==> config.mk <==
export PLATFORM = sky130hd
export DESIGN_NAME = ttt_game_ctrl
export DESIGN_NICKNAME = d
export VERILOG_FILES = /design/src/rtl/ttt_pkg.sv /design/src/rtl/pos_win.sv /design/src/rtl/ttt_line_mux.sv /design/src/rtl/ttt_game_ctrl.sv
export SDC_FILE = /design/constraint.sdc
export NUM_CORES = 1
export LEC_CHECK = 0
export CELL_PAD_IN_SITES_DETAIL_PLACEMENT = 1
export CELL_PAD_IN_SITES_GLOBAL_PLACEMENT = 1
export CORE_MARGIN = 1
export CORE_UTILIZATION = 41
export CTS_BUF_LIST = sky130_fd_sc_hd__clkbuf_4
export DETAILED_ROUTE_END_ITERATION = 8
export GPL_ROUTABILITY_DRIVEN = 0
export PLACE_DENSITY = 0.82
export SLEW_MARGIN = 30
export SYNTH_ARGS = -nofsm -noshare
export SYNTH_HDL_FRONTEND = slang
export SYNTH_SLANG_ARGS = --single-unit
export TNS_END_PERCENT = 100
==> constraint.sdc <==
create_clock -name clk -period 3.7 [get_ports clk]
set_input_delay 0.555 -clock clk [delete_from_list [all_inputs] [get_ports clk]]
set_output_delay 0.555 -clock clk [all_outputs]
set_load 0.01 [all_outputs]
==> src/rtl/ttt_pkg.sv <==
// Shared constants, line tables and FSM state type for the tic-tac-toe controller.
// CELL_LINES / CELL_LINE_CNT are only consulted when TTT_FAST_SCAN_EN is defined.
package ttt_pkg;

  localparam logic [1:0] CELL_EMPTY = 2'b00;
  localparam logic [1:0] CELL_X     = 2'b01;
  localparam logic [1:0] CELL_O     = 2'b10;

  localparam int NUM_CELLS = 9;
  localparam int NUM_LINES = 8;

  localparam logic [3:0] LINE_CELLS [NUM_LINES][3] = '{
    '{4'd0, 4'd1, 4'd2}, '{4'd3, 4'd4, 4'd5}, '{4'd6, 4'd7, 4'd8},
    '{4'd0, 4'd3, 4'd6}, '{4'd1, 4'd4, 4'd7}, '{4'd2, 4'd5, 4'd8},
    '{4'd0, 4'd4, 4'd8}, '{4'd2, 4'd4, 4'd6}
  };

  // Lines through each cell in ascending order; unused slots padded with 0.
  localparam logic [2:0] CELL_LINES [NUM_CELLS][4] = '{
    '{3'd0, 3'd3, 3'd6, 3'd0}, '{3'd0, 3'd4, 3'd0, 3'd0}, '{3'd0, 3'd5, 3'd7, 3'd0},
    '{3'd1, 3'd3, 3'd0, 3'd0}, '{3'd1, 3'd4, 3'd6, 3'd7}, '{3'd1, 3'd5, 3'd0, 3'd0},
    '{3'd2, 3'd3, 3'd7, 3'd0}, '{3'd2, 3'd4, 3'd0, 3'd0}, '{3'd2, 3'd5, 3'd6, 3'd0}
  };

  localparam logic [2:0] CELL_LINE_CNT [NUM_CELLS] = '{
    3'd3, 3'd2, 3'd3, 3'd2, 3'd4, 3'd2, 3'd3, 3'd2, 3'd3
  };

  typedef enum logic [1:0] {
    ST_IDLE,
    ST_SCAN,
    ST_DONE
  } state_e;

  function automatic logic [1:0] other_player(input logic [1:0] p);
    return (p == CELL_X) ? CELL_O : CELL_X;
  endfunction

endpackage

==> src/rtl/pos_win.sv <==
// Single three-in-a-row checker: returns the common player code when all three
// cells hold the same non-empty value, otherwise empty.
module pos_win (
  input  logic [1:0] pos1,
  input  logic [1:0] pos2,
  input  logic [1:0] pos3,
  output logic [1:0] win
);

  assign win = ((pos1 != 2'b00) && (pos1 == pos2) && (pos2 == pos3)) ? pos1 : 2'b00;

endmodule

==> src/rtl/ttt_line_mux.sv <==
// Selects the three cells of one winning line from the packed board so that a
// single pos_win checker can be shared across all lines.
module ttt_line_mux
  import ttt_pkg::*;
(
  input  logic [17:0] board_i,
  input  logic [2:0]  line_idx_i,
  output logic [1:0]  pos1_o,
  output logic [1:0]  pos2_o,
  output logic [1:0]  pos3_o
);

  always_comb begin
    pos1_o = CELL_EMPTY;
    pos2_o = CELL_EMPTY;
    pos3_o = CELL_EMPTY;
    for (int c = 0; c < NUM_CELLS; c++) begin
      if (LINE_CELLS[line_idx_i][0] == 4'(c)) pos1_o = board_i[2*c +: 2];
      if (LINE_CELLS[line_idx_i][1] == 4'(c)) pos2_o = board_i[2*c +: 2];
      if (LINE_CELLS[line_idx_i][2] == 4'(c)) pos3_o = board_i[2*c +: 2];
    end
  end

endmodule

==> src/rtl/ttt_game_ctrl.sv <==
// Tic-tac-toe game sequencer: takes moves, scans winning lines one per clock.
// Define TTT_FAST_SCAN_EN to scan only the lines through the last-played cell.
module ttt_game_ctrl
  import ttt_pkg::*;
#(
  parameter logic [1:0] FIRST_PLAYER    = 2'b01,
  parameter bit         ALTERNATE_START = 1'b1
) (
  input  logic        clk,
  input  logic        reset,
  input  logic        new_game,
  input  logic        move_valid,
  input  logic [3:0]  move_pos,
  output logic        move_ready,
  output logic        move_accept,
  output logic        move_reject,
  output logic [17:0] board,
  output logic [1:0]  turn,
  output logic        scan_busy,
  output logic        game_over,
  output logic [1:0]  winner,
  output logic        draw
);

  state_e      state_q, state_d;
  logic [17:0] board_q, board_d;
  logic [1:0]  turn_q, turn_d;
  logic [1:0]  start_q, start_d;
  logic [3:0]  count_q, count_d;
  logic [1:0]  winner_q, winner_d;
  logic        draw_q, draw_d;
  logic        accept_q, accept_d;
  logic        reject_q, reject_d;
  logic [2:0]  step_q, step_d;
`ifdef TTT_FAST_SCAN_EN
  logic [3:0]  last_q, last_d;
`endif

  logic [2:0] line_idx;
  logic       last_step;
  logic [1:0] pos1, pos2, pos3, line_win;
  logic       cell_free;

`ifdef TTT_FAST_SCAN_EN
  always_comb begin
    line_idx  = CELL_LINES[last_q][step_q[1:0]];
    last_step = (step_q == (CELL_LINE_CNT[last_q] - 3'd1));
  end
`else
  always_comb begin
    line_idx  = step_q;
    last_step = (step_q == 3'd7);
  end
`endif

  ttt_line_mux u_line_mux (
    .board_i    (board_q),
    .line_idx_i (line_idx),
    .pos1_o     (pos1),
    .pos2_o     (pos2),
    .pos3_o     (pos3)
  );

  pos_win u_pos_win (
    .pos1 (pos1),
    .pos2 (pos2),
    .pos3 (pos3),
    .win  (line_win)
  );

  // Out-of-range positions never match a cell, so they read as occupied.
  always_comb begin
    cell_free = 1'b0;
    for (int c = 0; c < NUM_CELLS; c++) begin
      if (move_pos == 4'(c)) cell_free = (board_q[2*c +: 2] == CELL_EMPTY);
    end
  end

  always_comb begin
    state_d  = state_q;
    board_d  = board_q;
    turn_d   = turn_q;
    start_d  = start_q;
    count_d  = count_q;
    winner_d = winner_q;
    draw_d   = draw_q;
    accept_d = 1'b0;
    reject_d = 1'b0;
    step_d   = step_q;
`ifdef TTT_FAST_SCAN_EN
    last_d   = last_q;
`endif

    if (new_game) begin
      board_d  = '0;
      count_d  = '0;
      winner_d = CELL_EMPTY;
      draw_d   = 1'b0;
      step_d   = '0;
      state_d  = ST_IDLE;
      if (ALTERNATE_START) start_d = other_player(start_q);
      turn_d   = start_d;
    end else begin
      case (state_q)
        ST_IDLE: begin
          if (move_valid) begin
            if (cell_free) begin
              for (int c = 0; c < NUM_CELLS; c++) begin
                if (move_pos == 4'(c)) board_d[2*c +: 2] = turn_q;
              end
              count_d  = count_q + 4'd1;
              accept_d = 1'b1;
              step_d   = '0;
              state_d  = ST_SCAN;
`ifdef TTT_FAST_SCAN_EN
              last_d   = move_pos;
`endif
            end else begin
              reject_d = 1'b1;
            end
          end
        end
        ST_SCAN: begin
          if (line_win != CELL_EMPTY) begin
            winner_d = line_win;
            state_d  = ST_DONE;
          end else if (last_step) begin
            if (count_q == 4'd9) begin
              draw_d  = 1'b1;
              state_d = ST_DONE;
            end else begin
              turn_d  = other_player(turn_q);
              state_d = ST_IDLE;
            end
          end else begin
            step_d = step_q + 3'd1;
          end
        end
        default: ;
      endcase
    end
  end

  always_ff @(posedge clk) begin
    if (reset) begin
      state_q  <= ST_IDLE;
      board_q  <= '0;
      turn_q   <= FIRST_PLAYER;
      start_q  <= FIRST_PLAYER;
      count_q  <= '0;
      winner_q <= CELL_EMPTY;
      draw_q   <= 1'b0;
      accept_q <= 1'b0;
      reject_q <= 1'b0;
      step_q   <= '0;
`ifdef TTT_FAST_SCAN_EN
      last_q   <= '0;
`endif
    end else begin
      state_q  <= state_d;
      board_q  <= board_d;
      turn_q   <= turn_d;
      start_q  <= start_d;
      count_q  <= count_d;
      winner_q <= winner_d;
      draw_q   <= draw_d;
      accept_q <= accept_d;
      reject_q <= reject_d;
      step_q   <= step_d;
`ifdef TTT_FAST_SCAN_EN
      last_q   <= last_d;
`endif
    end
  end

  assign move_ready  = (state_q == ST_IDLE);
  assign scan_busy   = (state_q == ST_SCAN);
  assign game_over   = (state_q == ST_DONE);
  assign move_accept = accept_q;
  assign move_reject = reject_q;
  assign board       = board_q;
  assign turn        = turn_q;
  assign winner      = winner_q;
  assign draw        = draw_q;

endmodule

==> impl_results.md, run 1 <==
- Synth Register Bits: 36
- Leak: 0.000953 uW
- CP startpoint: line_idx[0]
- Diode count: 0
- Reg2Reg Launch Point: line_idx[0]
- Clock sink count: 36
- Gr busiest metal: met2
- Met1 usage: 35.6%
- PortBufs: 35
- DRC viols: 0
- Period utilization: 86.4%
- Met3 Resource Use GR: 3.71%
- Gr ovfl total: 0
- DP HPWL: 5.27 mm
- Wire per inst: 18.5 um
- Largest net degree at the start of global routing: 29
- Top cell type by total area after synthesis: dfxtp_1
- WL final: 7.18 mm
- Post-CTS setup repair buffer count: 0
- CTS tree: built
- Critical Path RT: 3.95 ns
- Worst skew pair latency: 0.35 ns
- Synth unique cells: 62
- Synth Warn #: 0
- Total Routing Usage GR: 26.5%
- Initial antenna violation count: 0
- Ys async rst share: 0%
- CP endpoint kind: flip-flop
- Hold Path Class: flip-flop to flip-flop
- Final hold viol count: 0
- Post-synth design cell area: 0.00226 sq mm
- Vias in the first global route: 2,369
- Total die area: 0.00582 sq mm
- CTS root buffer: clkbuf_4
- Share of post-route cells with drive strength above 1: 9.46%
- Worst Setup Start Kind: flip-flop
- Ranking of synthesized cells by area: dfxtp_1 (32%), nor2_1 (6.6%), ha_1 (4.4%)
- First-pass GRT wire length: 12.2 mm
- Met2 GRT Util: 44.3%
- Worst Hold Launch: start_q[1]
- Htree depth: 2
- Final setup fails: 0
- Max cap viols: 0
- Setup_tns: 0 ns
- Vias per cell: 5.96
- Main synth FF type: dfxtp_1
- Hold Buf Count CTS: 0
- Post-synth top area share: 31.9%
- Area growth from synthesis to layout: 20.6%
- Fin nets: 332
- Tmin final: 3.20 ns
- Worst hold slack: 0.484 ns
- # IOs: 36
- Vias: 2,307
- Clock transition at path regs: 0.12 ns
- Skew final: 0.0218 ns
- Slew Viols, Final: 0
- Pre-antenna DRT Iters: 4
- Crit-path max FO: 24
- RSZ-0062 raised after global routing: false
- Mapped Cells: 281
- Worst rel slew slack: 48.8%
- PwrDens: 263 mW/mm^2
- Crit path DAT: 3.45 ns
- FILL cells: 643
- Seq/Total Area, Yosys: 31.9%
- Avg Inst Size Synth: 8.05 sq um
- Die H: 76.3 um
- Core Area: 0.00520 sq mm
- Initial Util: 43.5%
- CTS Buf Count: 5
- Slew @ Worst Pin: 0.765 ns
- Post-DRT Antenna Nets: 0
- Initial drt markers: 119
- Die width: 76.3 um
- Max rail drop VDD: 0.204 mV
- Longest Clk Path Bufs: 2
- Max Clk Rate: 0.313 GHz
- Post-cts resize count: 0
- Status: completed
- CP Class: flip-flop to flip-flop
- Rows: 26
- Post-synth EDFFs: 0
- Post-Syn Nets: 297
[cell type report]
type	count	area [sq um]	area share, %
inverters	8	30.0	1.10
clock inverters	1	8.76	0.321
well taps	70	87.6	3.21
repair buffers	40	388	14.2
multi-input cells	225	1440	52.8
clock buffers	7	52.6	1.93
flip-flops and latches	36	721	26.4
[kinds of logic after synthesis]
| kind of cell | synth area share, % |
|---|---|
| xor gates and xnor gates | 0.774 |
| DFF | 31.9 |
| adders and majority gates | 4.42 |
| buffers and inverters | 4.42 |
| AOI/OAI and AO/OA | 23.7 |
| and+or+nand+nor | 29.9 |
| muxes | 4.87 |
[flip-flops by register name (all words and copies together) (netlist names), 2 cells and up]
register,flops
board,18
count_q,4
line_idx,3
start_q,2
state_q,2
turn,2
winner,2
[metal layers]
metal | up-vias | share of wire, %
li1 | 1098 | -
met1 | 1133 | 46
met2 | 65 | 48
met3 | 11 | 4.4
met4 | 0 | 1.4
met5 | - | 0
[synth_stat cells (all sizes together) (4+ instances only)]
library cell / number
mux2i: 8
or2: 6
nand3b: 6
o21a: 4
nand2: 15
o21ai: 18
nor2: 40
buf: 9
inv: 8
a21oi: 19
nor3b: 5
a211oi: 4
nor2b: 7
ha: 8
dfxtp: 36
a31oi: 10
and3: 6
nand2b: 9
nor3: 7
nand3: 10
nand4: 4
[report_power, final]
| part | switching, uW | leakage, uW | internal (uW) |
|---|---|---|---|
| clock network | 135 | 0.0000363 | 91.0 |
| logic | 49.8 | 0.000625 | 37.0 |
| registers | 9.88 | 0.000291 | 394 |
[through the flow]
step | cell area [sq um] | instances | setup slack [ns] | power (uW) | utilization (%)
CTS | 2730 | 387 | 0.516 | 722 | 52.4
global placement | 2670 | 379 | 0.494 | 497 | 51.2
floorplan | 2260 | 281 | 0.893 | 465 | -
global route | 2730 | 387 | 0.320 | 756 | 52.4
detailed placement | 2670 | 379 | 0.404 | 499 | 51.2
finish | 2730 | 387 | 0.505 | 717 | 52.4
[cells in the final DEF (no fill, tap or decap), types with 2 or more instances in the layout]
cell,n
inv_1,8
o21ai_1,3
a221oi_1,3
a211oi_1,2
o31ai_1,2
clkbuf_4,7
nand2_1,15
mux2i_1,7
ha_1,8
o22ai_1,3
nor2_1,40
nor2b_1,7
buf_4,5
nand4_1,4
o21a_1,4
or2_2,4
and3_1,6
a31oi_1,10
o2bb2ai_1,2
a32oi_1,2
nor3_1,6
dfxtp_1,36
a22oi_1,3
nor3b_1,5
nand2b_1,9
o21ai_0,14
a21oi_1,19
nand3b_1,6
clkdlybuf4s50_1,35
nand3_1,10
and4_4,2
[critical path, stage by stage, from the launching register on]
cell	delay (ns)
dfxtp_1	0.35
inv_1	0.11
ha_1	0.76
or4b_1	0.52
a21oi_1	0.16
a31oi_1	0.07
nand3_1	0.19
and4_1	0.24
nand2_1	0.14
and4_4	0.24
a311o_1	0.30
[worst paths after layout]
check	to	slack, ns	cells past startpoint
setup / recovery	turn[1]	0.50	10
hold / removal	start_q[1]	0.48	2
setup reg to reg	turn[1]	0.50	10
hold reg to reg	start_q[1]	0.48	2
No activity file was read; power rests on OpenSTA's default activity.
==> run 2, diff against run 1 <==
- SKIP_CTS_REPAIR_TIMING: default -> 1
==> results of run 2 <==
Same layout as run 1: the final DEF is identical, and so are final timing and power.
